## src/rtl/mem_port_arbiter_if.sv

```systemverilog
// Bundle of the fetch port, data port, memory bus and stall signals around the
// unified-memory arbiter; slave is the arbiter side, master the pipeline/memory side.
interface mem_port_arbiter_if #(
   parameter int ADDR_W = 64,
   parameter int DATA_W = 64
);
   logic              if_req;
   logic [ADDR_W-1:0] if_addr;
   logic [DATA_W-1:0] if_rdata;
   logic              if_ack;

   logic              dm_req;
   logic              dm_we;
   logic [ADDR_W-1:0] dm_addr;
   logic [DATA_W-1:0] dm_wdata;
   logic [DATA_W-1:0] dm_rdata;
   logic              dm_ack;

   logic              mem_en;
   logic              mem_we;
   logic [ADDR_W-1:0] mem_addr;
   logic [DATA_W-1:0] mem_wdata;
   logic [DATA_W-1:0] mem_rdata;

   logic              stall_if;
   logic              stall_mem;
   logic              busy;

   modport slave (
      input  if_req, if_addr, dm_req, dm_we, dm_addr, dm_wdata, mem_rdata,
      output if_rdata, if_ack, dm_rdata, dm_ack,
             mem_en, mem_we, mem_addr, mem_wdata,
             stall_if, stall_mem, busy
   );

   modport master (
      output if_req, if_addr, dm_req, dm_we, dm_addr, dm_wdata, mem_rdata,
      input  if_rdata, if_ack, dm_rdata, dm_ack,
             mem_en, mem_we, mem_addr, mem_wdata,
             stall_if, stall_mem, busy
   );
endinterface

```

## src/rtl/mem_port_arbiter.sv

```systemverilog
// Shares one single-ported memory between instruction fetch and data access.
// Data has priority; a starvation counter forces a fetch grant after STARVE_MAX data grants.
module mem_port_arbiter #(
   parameter int ADDR_W     = 64,
   parameter int DATA_W     = 64,
   parameter int MEM_LAT    = 2,
   parameter int STARVE_MAX = 4
) (
   input logic CLK,
   input logic reset,
   mem_port_arbiter_if.slave bus
);

   localparam logic [1:0] IDLE  = 2'd0;
   localparam logic [1:0] ACC_I = 2'd1;
   localparam logic [1:0] ACC_D = 2'd2;

   localparam int CNT_W = (MEM_LAT > 1) ? $clog2(MEM_LAT) : 1;
   localparam int STV_W = (STARVE_MAX > 0) ? $clog2(STARVE_MAX + 1) : 1;
   localparam logic [CNT_W-1:0] CNT_INIT = CNT_W'(MEM_LAT - 1);
   localparam logic [STV_W-1:0] STV_MAX  = STV_W'(STARVE_MAX);

   logic [1:0]       state;
   logic [CNT_W-1:0] cnt;
   logic [STV_W-1:0] starve_cnt;

   logic if_pend;
   logic dm_pend;
   logic starved;
   logic grant_d;
   logic grant_i;

   // A requester's req is ignored during its own ack cycle; a still-high req
   // only counts as a fresh request from the following cycle on.
   assign if_pend = bus.if_req & ~bus.if_ack;
   assign dm_pend = bus.dm_req & ~bus.dm_ack;
   assign starved = (starve_cnt >= STV_MAX);

   assign grant_d = (state == IDLE) && dm_pend && (!starved || !if_pend);
   assign grant_i = (state == IDLE) && !grant_d && if_pend;

   assign bus.stall_if  = if_pend;
   assign bus.stall_mem = dm_pend;
   assign bus.busy      = (state != IDLE);

   always_ff @(posedge CLK or posedge reset) begin
      if (reset) begin
         state         <= IDLE;
         cnt           <= '0;
         starve_cnt    <= '0;
         bus.mem_en    <= 1'b0;
         bus.mem_we    <= 1'b0;
         bus.mem_addr  <= {ADDR_W{1'b0}};
         bus.mem_wdata <= {DATA_W{1'b0}};
         bus.if_rdata  <= {DATA_W{1'b0}};
         bus.dm_rdata  <= {DATA_W{1'b0}};
         bus.if_ack    <= 1'b0;
         bus.dm_ack    <= 1'b0;
      end else begin
         bus.if_ack <= 1'b0;
         bus.dm_ack <= 1'b0;
         case (state)
            IDLE: begin
               if (grant_d) begin
                  state         <= ACC_D;
                  cnt           <= CNT_INIT;
                  bus.mem_en    <= 1'b1;
                  bus.mem_we    <= bus.dm_we;
                  bus.mem_addr  <= bus.dm_addr;
                  bus.mem_wdata <= bus.dm_wdata;
                  if (!if_pend)
                     starve_cnt <= '0;
                  else if (!starved)
                     starve_cnt <= starve_cnt + STV_W'(1);
               end else if (grant_i) begin
                  state        <= ACC_I;
                  cnt          <= CNT_INIT;
                  starve_cnt   <= '0;
                  bus.mem_en   <= 1'b1;
                  bus.mem_we   <= 1'b0;
                  bus.mem_addr <= bus.if_addr;
               end
            end
            ACC_I, ACC_D: begin
               if (cnt != '0) begin
                  cnt <= cnt - CNT_W'(1);
               end else begin
                  if (state == ACC_I) begin
                     bus.if_rdata <= bus.mem_rdata;
                     bus.if_ack   <= 1'b1;
                  end else begin
                     // Stores complete without disturbing the last load result.
                     if (!bus.mem_we)
                        bus.dm_rdata <= bus.mem_rdata;
                     bus.dm_ack <= 1'b1;
                  end
                  bus.mem_en <= 1'b0;
                  bus.mem_we <= 1'b0;
                  state      <= IDLE;
               end
            end
            default: state <= IDLE;
         endcase
      end
   end

endmodule

```

## src/flat_wrapper.sv

```systemverilog
// flat-port wrapper written by rule: the top's interface ports become plain ports
module mem_port_arbiter_flat 
#(
   parameter int ADDR_W     = 64,
   parameter int DATA_W     = 64,
   parameter int MEM_LAT    = 2,
   parameter int STARVE_MAX = 4
)
  (CLK, reset, bus_if_req, bus_if_addr, bus_dm_req, bus_dm_we, bus_dm_addr, bus_dm_wdata, bus_mem_rdata, bus_if_rdata, bus_if_ack, bus_dm_rdata, bus_dm_ack, bus_mem_en, bus_mem_we, bus_mem_addr, bus_mem_wdata, bus_stall_if, bus_stall_mem, bus_busy);
  mem_port_arbiter_if #(.ADDR_W(ADDR_W), .DATA_W(DATA_W)) bus_i ();
  input logic CLK;
  input logic reset;
  input wire logic [$bits(bus_i.if_req)-1:0] bus_if_req;
  input wire logic [$bits(bus_i.if_addr)-1:0] bus_if_addr;
  input wire logic [$bits(bus_i.dm_req)-1:0] bus_dm_req;
  input wire logic [$bits(bus_i.dm_we)-1:0] bus_dm_we;
  input wire logic [$bits(bus_i.dm_addr)-1:0] bus_dm_addr;
  input wire logic [$bits(bus_i.dm_wdata)-1:0] bus_dm_wdata;
  input wire logic [$bits(bus_i.mem_rdata)-1:0] bus_mem_rdata;
  output wire logic [$bits(bus_i.if_rdata)-1:0] bus_if_rdata;
  output wire logic [$bits(bus_i.if_ack)-1:0] bus_if_ack;
  output wire logic [$bits(bus_i.dm_rdata)-1:0] bus_dm_rdata;
  output wire logic [$bits(bus_i.dm_ack)-1:0] bus_dm_ack;
  output wire logic [$bits(bus_i.mem_en)-1:0] bus_mem_en;
  output wire logic [$bits(bus_i.mem_we)-1:0] bus_mem_we;
  output wire logic [$bits(bus_i.mem_addr)-1:0] bus_mem_addr;
  output wire logic [$bits(bus_i.mem_wdata)-1:0] bus_mem_wdata;
  output wire logic [$bits(bus_i.stall_if)-1:0] bus_stall_if;
  output wire logic [$bits(bus_i.stall_mem)-1:0] bus_stall_mem;
  output wire logic [$bits(bus_i.busy)-1:0] bus_busy;
  assign bus_i.if_req = bus_if_req;
  assign bus_i.if_addr = bus_if_addr;
  assign bus_i.dm_req = bus_dm_req;
  assign bus_i.dm_we = bus_dm_we;
  assign bus_i.dm_addr = bus_dm_addr;
  assign bus_i.dm_wdata = bus_dm_wdata;
  assign bus_i.mem_rdata = bus_mem_rdata;
  assign bus_if_rdata = bus_i.if_rdata;
  assign bus_if_ack = bus_i.if_ack;
  assign bus_dm_rdata = bus_i.dm_rdata;
  assign bus_dm_ack = bus_i.dm_ack;
  assign bus_mem_en = bus_i.mem_en;
  assign bus_mem_we = bus_i.mem_we;
  assign bus_mem_addr = bus_i.mem_addr;
  assign bus_mem_wdata = bus_i.mem_wdata;
  assign bus_stall_if = bus_i.stall_if;
  assign bus_stall_mem = bus_i.stall_mem;
  assign bus_busy = bus_i.busy;
  mem_port_arbiter #(.ADDR_W(ADDR_W), .DATA_W(DATA_W), .MEM_LAT(MEM_LAT), .STARVE_MAX(STARVE_MAX)) u_core (.CLK(CLK), .reset(reset), .bus(bus_i));
endmodule
```

## config.mk

```make
export PLATFORM = sky130hd
export DESIGN_NAME = mem_port_arbiter_flat
export DESIGN_NICKNAME = d
export VERILOG_FILES = /design/src/rtl/mem_port_arbiter_if.sv /design/src/rtl/mem_port_arbiter.sv /design/src/flat_wrapper.sv
export SDC_FILE = /design/constraint.sdc
export NUM_CORES = 1
export LEC_CHECK = 0
export BUFFER_PORTS_ARGS = -buffer_cell sky130_fd_sc_hd__buf_2
export CORE_AREA = 5 5 199 201
export CTS_CLUSTER_SIZE = 12
export DETAILED_ROUTE_END_ITERATION = 10
export DIE_AREA = 0 0 204 206
export PLACE_DENSITY = 0.55
export SKIP_CTS_REPAIR_TIMING = 1
export SLEW_MARGIN = 0
export SYNTH_ARGS = -nofsm -noshare
export SYNTH_HDL_FRONTEND = slang
export SYNTH_SLANG_ARGS = --single-unit
```

## constraint.sdc

```tcl
create_clock -name CLK -period 16.3 [get_ports CLK]
set_clock_uncertainty 0.05 [all_clocks]
set_input_delay 3.26 -clock CLK [delete_from_list [all_inputs] [get_ports CLK]]
set_output_delay 3.26 -clock CLK [all_outputs]
set_load 0.05 [all_outputs]
```

### Word level (Yosys, flattened, before mapping)

Index checks and enable logic that the tools add are counted.

* bits in registers: 266
* input port bits: 261
* logic and storage cells: 72

* add/sub/neg operators: 2
* $lt $le $gt $ge: 1
* eq/ne operators: 5
* mux-type cells: 25
* bitwise gates (word level): 7
* reductions and logical operators: 21

Operator list (count)
* 64-bit 2-to-1 mux: 2
* 1-bit 2-to-1 mux: 12
* 3-bit 2-to-1 mux: 4
* 3-bit AND reduction: 3
* 2-bit AND reduction: 4
* 2-bit 2-to-1 mux: 3
* 1-bit one-hot mux with 2 select lines: 3
* 2-bit nonzero test: 3
* 1-bit NOT: 5
* 1-bit logical AND: 4
* 2-bit one-hot mux with 2 select lines: 1
* 4-bit AND reduction: 1
* 3-bit by 1-bit adder with 3-bit output (second input constant): 1
* 3-bit >= comparator (second input constant): 1
* 1-bit logical NOT: 3
* 3-bit by 1-bit inequality test with 1-bit output (second input constant): 1
* 3-bit inequality test (second input constant): 1
* 1-bit bitwise AND: 2
* 2-bit by 1-bit equality test with 1-bit output (second input constant): 1
* 2-bit equality test (second input constant): 1
* 2-bit logical NOT: 1
* 2-bit inequality test (second input constant): 1
* 2-bit OR reduction: 1
* 1-bit logical OR: 1
* 1-bit subtractor (second input constant): 1

### Depth between registers and ports, before layout

Gate-level depths: netlist of the first run.

* depth after elaboration: 11
* gate-level depth with buffers: 8
* depth with buffers taken out: 6

### Worst setup path before layout of the first run

No wires, ideal clock.

* kind: input -> output
* from: in bus_if_req
* to: out bus_stall_if
* data arrival time: 3669 ps
* data required time: 12990 ps
* slack: 9321 ps
* cell stages on the path: 2
* path buffers: 1
* path through: nor2b_1 -> buf_2

* cells in the longest elaborated chain, start to end: 1

RTL lines
* start: declaration: line flat_wrapper.sv:13 `input wire logic [$bits(bus_i.if_req)-1:0] bus_if_req;`
* 1-bit bitwise AND: line mem_port_arbiter.sv:35 `assign if_pend = bus.if_req & ~bus.if_ack;`
* end: declaration: line flat_wrapper.sv:28 `output wire logic [$bits(bus_i.stall_if)-1:0] bus_stall_if;`

No other way between the ends.

### Worst setup path after layout of the first run

Ends and elaborated chain as after synthesis.

==> results of run 1 <==
-- worst min-delay path by stage --
| stage | cells past startpoint | end | startpoint |
|---|---|---|---|
| 6_report | 2 | u_core.bus.if_rdata[39] | u_core.bus.if_rdata[39] |
| 3_3_place_gp | 2 | u_core.bus.mem_wdata[56] | u_core.bus.mem_wdata[56] |
| 3_5_place_dp | 2 | u_core.bus.mem_wdata[57] | u_core.bus.mem_wdata[57] |
| 4_1_cts | 2 | u_core.bus.if_rdata[39] | u_core.bus.if_rdata[39] |
| 5_1_grt | 2 | u_core.bus.mem_wdata[57] | u_core.bus.mem_wdata[57] |
| 2_1_floorplan | 1 | u_core.starve_cnt[2] | u_core.starve_cnt[2] |
-- per-stage QoR --
stage,util [%],instances,setup slack [ns]
2_1_floorplan,-,1078,5.665
3_3_place_gp,36.98,2056,8.673
3_5_place_dp,36.98,2056,8.668
4_1_cts,39.39,2108,8.665
5_1_grt,39.42,2113,8.561
6_report,39.42,2113,8.667
-- kinds of logic (layout without fill, tap and decap cells) --
| family | Yosys count | count (layout) | synth area share (%) |
|---|---|---|---|
| simple gates | 532 | 532 | 18.89 |
| flops | 266 | 266 | 61.33 |
| compound gates | 137 | 137 | 8.530 |
| buf+inv | 73 | 592 | 3.942 |
| mux | 65 | 65 | 6.732 |
| fa+ha+maj | 5 | 5 | 0.5764 |
| other cells | 0 | 5 | 0 |
-- sequential cells by signal (all words and copies together), names as in the netlist --
name,cells
u_core.state,2
u_core.bus.dm_ack,1
u_core.bus.if_ack,1
u_core.bus.if_rdata,64
u_core.bus.mem_we,1
u_core.bus.mem_en,1
u_core.bus.dm_rdata,64
u_core.bus.mem_addr,64
u_core.cnt,1
u_core.starve_cnt,3
u_core.bus.mem_wdata,64
-- layer usage --
layer | routed length (um) | vias up
met3 | 2401 | 75
met4 | 1164 | 2
met5 | 13 | -
met1 | 14250 | 4400
li1 | - | 4430
met2 | 17570 | 329
-- placed cells by master (no fill, tap or decap), types with 2 or more instances in the layout --
| cell | Yosys | routed |
|---|---|---|
| a21oi_1 | 68 | 68 |
| nor2b_4 | 1 | 2 |
| nand2b_1 | 2 | 2 |
| inv_1 | 7 | 5 |
| buf_4 | 8 | 10 |
| ha_1 | 5 | 5 |
| clkbuf_1 | 17 | 12 |
| o21ai_1 | 3 | 2 |
| nand3_1 | 3 | 2 |
| clkbuf_16 | 0 | 29 |
| clkinv_2 | 0 | 3 |
| nand2_1 | 451 | 451 |
| a21oi_2 | 60 | 60 |
| clkbuf_8 | 0 | 7 |
| mux2_2 | 64 | 64 |
| nor2_1 | 64 | 64 |
| nand3b_1 | 3 | 3 |
| dfrtp_1 | 266 | 266 |
| a32o_1 | 2 | 2 |
| o21ai_0 | 2 | 2 |
| nor3_1 | 2 | 2 |
| diode_2 | 0 | 5 |
| buf_2 | 27 | 523 |
-- worst max-delay path: stages --
cell	delay, ns
buf_2	0.09
nor2b_1	0.57
buf_2	0.40
-- cell type report --
class	instances	area, um2	share of cell area, %
multi-input cells	739	3807	25.82
clock inverters	4	35.03	0.2376
repair buffers	533	2693	18.26
well taps	511	639.4	4.336
diodes	5	12.51	0.08486
clock buffers	48	867.1	5.881
inverters	7	33.78	0.2291
flip-flops and latches	266	6656	45.15
==> summary.txt, run 1 <==
Run status
  • Outcome: complete, no violations

Synthesis
  • Synth top cells by count: 451 x nand2_1, 266 x dfrtp_1, 68 x a21oi_1
  • Post-synth top area share: 61.33%
  • YS warnings: 0
  • Syn_area_per_cell: 10.07 um2
  • Syn Inst Count: 1,078
  • Post-synthesis sequential area ratio: 61.33%
  • Ys flop type: dfrtp_1
  • Net Count, Synth: 1,344
  • Post-synth top area cell: dfrtp_1
  • Leading post-synthesis cells by cell area: dfrtp_1 61%, nand2_1 16%, mux2_2 6.6%
  • Post-synthesis cell area: 10,850 um2
  • FF+latch count, synth: 266
  • Ys async rst share: 100.0%
  • Post-synth EDFFs: 0
  • Synth cell types: 29
  • Count leader, synth: nand2_1

Global routing
  • Busiest layer in global routing: met2
  • Total gr overflow: 0
  • First-pass GRT wire length: 54,250 um
  • Met2 Track Usage GR: 27.59%
  • Largest net degree at the start of global routing: 90
  • Total track usage: 15.94%
  • Vias in the first global route: 9,580
  • Initial antenna violation count: 6
  • GR Util met3: 3.578%
  • M1 GR Usage: 19.69%

Timing
  • Worst hold slack: 0.4152 ns
  • RSZ-0062 raised after global routing: no
  • Worst slew pin tran: 0.9943 ns
  • Period utilisation layout: 46.83%
  • Fmax: 0.1310 GHz
  • Final hold viol count: 0
  • Post-Route Setup TNS: 0 ns
  • Max-slew violations: 0
  • Rel. slew slack: 33.71%
  • Min Tclk post-route: 7.633 ns
  • Setup Viol. Count Final: 0

Placement
  • DP HPWL: 25,910 um
  • DP Area: 13,830 um2
  • Port Buffers: 523
  • Placer Congestion: 0.8599

Worst setup path
  • Startpoint types: input pin
  • Crit path launch: bus_if_req
  • Critical Path Sink: bus_stall_if
  • CP Class: input pin to output pin
  • Register-to-Register Path Depth: 6
  • Data arrival time of the critical path: 4.32 ns
  • FF-to-FF Start: u_core.state[1]
  • R2R setup slack: 13.35 ns
  • Crit end category: output pin
  • Worst endpoint required time: 12.99 ns
  • Peak fanout along the critical path: 8
  • Reg2reg end: u_core.bus.mem_addr[59]

Detailed routing
  • Via count: 9,236
  • Iter 0 DRT Violations: 454
  • Drt drc: 0
  • Antenna viol nets, final: 0
  • Routed WL: 35,400 um
  • Vias per cell: 4.371
  • Router iterations before antenna repair: 4
  • Wire length per cell: 16.75 um

Flow run
  • Max cap viols: 0

Clock network
  • Total CTS buffers: 29
  • CTS tree: done
  • Clk slew on worst S/H paths: 0.05 ns
  • Root buffer cell: clkbuf_16
  • Clk sink count: 266
  • Max Root-Sink Buffers: 3
  • Clk_lat worst skew: 0.56 ns
  • H-tree Lvls: 1

Final layout
  • Layout net count: 1,842
  • Proportion of layout cells with a drive suffix above 1: 44.21%
  • Fin area: 14,740 um2
  • Fill count: 3,790
  • Area Overhead vs Synth: 35.84%

Floorplan
  • Die area: 42,020 um2
  • Die height: 206 um
  • Die width: 204 um
  • Starting Density: 29.02%
  • IO Pins: 524
  • Core ar.: 37,400 um2
  • FP Rows: 71

Min path
  • Hold Path Class: flip-flop to flip-flop
Power of run 1 is left out: the tool's default activity adds up to more than one toggle a clock period on the data nets, which glitch-free logic cannot reach.
==> run 2: changes to the inputs <==
Settings changed: ABC_AREA set to 1, CORE_AREA 5 5 199 201 to 5 5 202 204, DIE_AREA 0 0 204 206 to 0 0 207 209, PLACE_DENSITY 0.55 to 0.57.
Clock period 16.3 ns to 6.53 ns, I/O delays scaled along.
==> summary.txt, run 2 <==
Final layout
  • Most common cell after layout, fill and taps aside: nand2_1
  • Proportion of layout cells with a drive suffix above 1: 31.77% (-12 points)
  • Layout net count: 2,115 (+15%)
  • Area Overhead vs Synth: 36.77%
  • Commonest non-fill, non-tap cells in the layout: 525 x nand2_1, 523 x buf_2, 266 x dfrtp_1, 205 x inv_1, 135 x nand3_1

Synthesis
  • Ys async rst share: 100.0% (unchanged)
  • Syn_area_per_cell: 8.267 um2 (-18%)
  • Post-synthesis sequential area ratio: 59.20% (-2.1 points)
  • Post-synth EDFFs: 0 (unchanged)
  • Ys flop type: dfrtp_1
  • Syn Inst Count: 1,360 (+26%)
  • Post-synth top area share: 59.20% (-2.1 points)
  • Net Count, Synth: 1,626 (+21%)
  • Post-synthesis cell area: 11,240 um2 (+3.6%)
  • Count leader, synth: nand2_1
  • Synth top cells by count: 528 x nand2_1, 266 x dfrtp_1, 206 x inv_1
  • Synth cell types: 17 (-41%)
  • Leading post-synthesis cells by cell area: dfrtp_1 59%, nand2_1 18%, inv_1 6.9%
  • Post-synth top area cell: dfrtp_1
  • YS warnings: 0 (unchanged)
  • FF+latch count, synth: 266 (unchanged)

Worst setup path
  • Startpoint types: input pin
  • CP max stage cell: buf_2
  • Peak fanout along the critical path: 4 (-4)
  • CP Class: input pin to output pin
  • Crit path launch: bus_if_req
  • Cell Chain, Critical Path: buf_2 -> nand2_2 -> inv_1 -> buf_2
  • FF-to-FF Start: u_core.state[0]
  • Crit end category: output pin
  • Worst endpoint required time: 5.17 ns (-7.82 ns)
  • R2R setup slack: 3.84 ns (-9.51 ns)
  • Data arrival time of the critical path: 1.94 ns (-2.38 ns)
  • Register-to-Register Path Depth: 9 (+3)
  • Reg2reg end: u_core.bus.mem_addr[5]
  • CP dominant cell by count: buf_2
  • Slowest stage delay, CP: 0.30 ns (-0.27 ns)

Global routing
  • Initial antenna violation count: 3 (-3)
  • Total gr overflow: 0 (unchanged)
  • First-pass GRT wire length: 59,860 um (+10%)
  • Vias in the first global route: 10,660 (+11%)
  • Largest net degree at the start of global routing: 161 (+79%)
  • Total track usage: 16.61% (+0.67 points)

Timing
  • Post-Route Setup TNS: 0 ns (unchanged)
  • Final hold viol count: 0 (unchanged)
  • Max-slew violations: 0 (unchanged)
  • RSZ-0062 raised after global routing: no
  • Min Tclk post-route: 3.299 ns
  • Rel. slew slack: 22.66% (-11 points)
  • Setup Viol. Count Final: 0 (unchanged)
  • Worst slew pin tran: 1.160 ns (+0.1658 ns)
  • Period utilisation layout: 50.52%
  • Fmax: 0.3031 GHz

Floorplan
  • FP Rows: 73 (+2.8%)
  • Die height: 209 um (+1.5%)
  • Die area: 43,260 um2 (+2.9%)
  • Die width: 207 um (+1.5%)
  • Starting Density: 28.76% (-0.26 points)
  • Core ar.: 39,090 um2 (+4.5%)
  • IO Pins: 524 (unchanged)

Min path
  • Hold Path Class: flip-flop to flip-flop
  • Hold Path Sink: u_core.bus.mem_wdata[43]
  • Hold Path Depth: 2 (unchanged)
  • Hold Startpoint: u_core.bus.mem_wdata[43]

Clock network
  • Clk sink count: 266 (unchanged)
  • Clk_lat worst skew: 0.57 ns (about the same)
  • H-tree Lvls: 1 (unchanged)
  • Clk slew on worst S/H paths: 0.06 ns (about the same)
  • Total CTS buffers: 31 (+6.9%)
  • CTS tree: done
  • Max Root-Sink Buffers: 3 (unchanged)
  • Root buffer cell: clkbuf_16

Detailed routing
  • Drt drc: 0 (unchanged)
  • Vias per cell: 4.365 (-0.14%)
  • Wire length per cell: 15.66 um (-6.5%)
  • Routed WL: 37,560 um (+6.1%)
  • Router iterations before antenna repair: 5 (+1)
  • Iter 0 DRT Violations: 730 (+61%)
  • Via count: 10,470 (+13%)
  • Antenna viol nets, final: 0 (unchanged)

Placement
  • Port Buffers: 523 (unchanged)
  • DP HPWL: 26,950 um (+4.0%)
  • Placer Congestion: 0.8391 (-2.4%)

Run status
  • Outcome: complete, no violations

Flow run
  • Max cap viols: 0 (unchanged)
## run 2: final cells by class
type,instances,area (um2)
fillers,4056,23720
flip-flops and latches,266,6656
multi-input cells,810,3476
repair buffers,532,2698
clock buffers,44,914.6
inverters,208,784.5
well taps,525,656.9
clock inverters,13,188.9
diodes,1,2.502
## run 2: kinds of logic (layout without fill, tap and decap cells)
logic type	after synthesis	in the layout	synth area share (%)
flops	266	266	59.20
buf+inv	284	797	10.19
other cells	0	1	0
simple gates	672	672	24.03
fa+ha+maj	5	5	0.5564
compound gates	133	133	6.020
## run 2: per-layer routing
layer	GRT usage [%]	part of all wire, %	vias to the layer above	routed length (um)
li1	-	-	5099	-
met1	21.18	42	4863	15640
met2	26.68	46	454	17140
met3	6.350	10	53	3912
met4	4.355	2.3	2	854
met5	0	0.035	-	13
## run 2: worst max path at each step
stage	to	slack, ns	depth (start not counted)
finish	bus_stall_if	3.23	4
global route	bus_stall_if	3.17	4
CTS	bus_stall_if	3.20	4
detailed placement	u_core.bus.mem_addr[9]	3.12	8
global placement	u_core.bus.mem_addr[58]	3.17	8
floorplan	u_core.bus.dm_ack	1.66	1
## run 2: critical path, delay by kind of cell
| family | cells | cell delay [ns] |
|---|---|---|
| buffers and inverters | 3 | 0.53 |
| and+or+nand+nor | 1 | 0.10 |
## run 2: per-stage QoR
step                      cell area [um2]  instances  utilization (%)  hold slack [ns]  worst slack, ns
after global routing                15370       2398            39.33           0.4404            3.172
after detailed placement            14270       2341            36.51           0.4095            3.119
after floorplan                     11250       1360                -           0.4070            1.663
final                               15380       2399            39.34           0.4225            3.231
after global placement              14270       2341            36.51           0.4073            3.170
after CTS                           15370       2398            39.33           0.4258            3.203
Power of run 2 is left out for the same reason.
==> run 3: changes to the inputs <==
Settings changed: PLACE_DENSITY 0.57 to 0.55.
Clock period 6.53 ns to 3.2 ns, I/O delays scaled along.
==> summary.txt, run 3 (synthesis results as in run 2) <==
Clock network
  • Clk_lat worst skew: 0.56 ns (about the same)
  • H-tree Lvls: 1 (unchanged)
  • Root buffer cell: clkbuf_16
  • Max Root-Sink Buffers: 3 (unchanged)
  • CTS tree: done
  • Total CTS buffers: 31 (unchanged)
  • Clk slew on worst S/H paths: 0.06 ns (about the same)
  • Clk sink count: 266 (unchanged)

Run status
  • Outcome: complete, no violations

Floorplan
  • FP Rows: 73 (unchanged)
  • Die area: 43,260 um2 (unchanged)
  • Die height: 209 um (unchanged)
  • IO Pins: 524 (unchanged)
  • Starting Density: 28.76% (unchanged)
  • Die width: 207 um (unchanged)
  • Core ar.: 39,090 um2 (unchanged)

Worst setup path
  • Crit end category: flip-flop
  • Slowest stage delay, CP: 0.79 ns (+0.49 ns)
  • Peak fanout along the critical path: 128 (+124)
  • CP delay by family, top: buffers and inverters
  • Worst endpoint required time: 3.53 ns (-1.64 ns)
  • CP Class: flip-flop to flip-flop
  • Startpoint types: flip-flop
  • Data arrival time of the critical path: 2.74 ns (+0.80 ns)
  • Buf/Inv on CP: 3 (unchanged)
  • R2R setup slack: 0.79 ns (-3.05 ns)
  • CP max stage cell: buf_4
  • Cell Chain, Critical Path: inv_1 -> ha_1 -> inv_1 -> nor2_1 -> nand2_4 -> buf_4 -> o21ai_0
  • CP dominant cell by count: inv_1

Timing
  • Max-slew violations: 0 (unchanged)
  • Final hold viol count: 0 (unchanged)
  • Rel. slew slack: 25.24% (+2.6 points)
  • Min Tclk post-route: 2.407 ns
  • Setup Viol. Count Final: 0 (unchanged)
  • Fmax: 0.4155 GHz
  • RSZ-0062 raised after global routing: no
  • Worst slew pin tran: 1.121 ns (-0.03872 ns)
  • Post-Route Setup TNS: 0 ns (unchanged)
  • Worst setup margin: 0.7930 ns (-2.438 ns)
  • Period utilisation layout: 75.22%

Placement
  • Port Buffers: 523 (unchanged)
  • DP Area: 14,440 um2 (+1.2%)
  • DP HPWL: 27,910 um (+3.6%)
  • Pre-CTS setup slack: 0.8292 ns (-2.289 ns)
  • Placer Congestion: 0.8891 (+6.0%)

Detailed routing
  • Iter 0 DRT Violations: 619 (-15%)
  • Wire length per cell: 15.75 um (+0.62%)
  • Antenna viol nets, final: 0 (unchanged)
  • Router iterations before antenna repair: 5 (unchanged)
  • Routed WL: 37,960 um (+1.1%)
  • Drt drc: 0 (unchanged)
  • Via count: 10,370 (-0.98%)
  • Vias per cell: 4.302 (-1.4%)

Min path
  • Hold Path Class: input pin to asynchronous set/reset pin

Final layout
  • Fin area: 15,430 um2 (+0.37%)
  • Area Overhead vs Synth: 37.27%
  • Fill count: 4,089 (+0.81%)
  • Most common cell after layout, fill and taps aside: nand2_1
  • Sequential cell area: 6656 um2 (unchanged)
  • Fin util: 39.48% (+0.14 points)
  • Area occupied by multi-input gates: 3476 um2 (unchanged)
  • Commonest non-fill, non-tap cells in the layout: 525 x nand2_1, 523 x buf_2, 266 x dfrtp_1, 205 x inv_1, 135 x nand3_1
  • Proportion of layout cells with a drive suffix above 1: 32.11% (+0.35 points)
  • Layout net count: 2,127 (+0.57%)

Global routing
  • Total gr overflow: 0 (unchanged)
  • First-pass GRT wire length: 59,890 um (about the same)
  • Total track usage: 16.78% (+0.18 points)
  • Largest net degree at the start of global routing: 129 (-20%)
  • Initial antenna violation count: 2 (-1)
  • Vias in the first global route: 10,520 (-1.3%)

Flow run
  • Max cap viols: 0 (unchanged)
[run 3: worst paths after layout]
path,end,startpoint,cells after the start
worst max-delay path,u_core.bus.dm_rdata[0],u_core.state[0],7
worst min-delay path,u_core.bus.mem_addr[0],reset,2
worst max register to register,u_core.bus.dm_rdata[0],u_core.state[0],7
worst min register to register,u_core.bus.mem_wdata[53],u_core.bus.mem_wdata[53],2
max in group asynchronous,u_core.bus.mem_wdata[4],reset,3
min in group CLK,u_core.bus.mem_wdata[37],bus_dm_wdata[37],3
[run 3: layout make-up]
type                            instances  area share (%)
Inverter                              208           5.083
Antenna cell                            1         0.01621
Clock buffer                           40           5.505
Multi-Input combinational cell        810           22.52
Sequential cell                       266           43.13
Tap cell                              525           4.256
Clock inverter                         16          0.9404
Timing Repair Buffer                  544           18.55
[run 3: worst reg2reg max path, stage by stage (launching register included)]
cell	delay (ns)
dfrtp_1	0.39
inv_1	0.06
ha_1	0.30
inv_1	0.12
nor2_1	0.11
nand2_4	0.06
buf_4	0.79
o21ai_0	0.34
[run 3: per-stage QoR]
step	cells	hold WS, ns
after global routing	2410	0.1205
after detailed placement	2353	0.4092
after CTS	2409	0.08835
after global placement	2353	0.4073
after floorplan	1360	0.4070
final	2410	0.09871
[run 3: per-layer routing]
layer  global-route usage [%]  vias up  routed length, um  part of all wire, %
li1                         -     5129                  -                    -
met4                    4.150        2                683                  1.8
met2                    27.75      415              17940                   47
met1                    21.19     4776              15860                   42
met5                        0        -                 13                0.034
met3                    5.900       46               3463                  9.1
Power of run 3 is left out for the same reason.
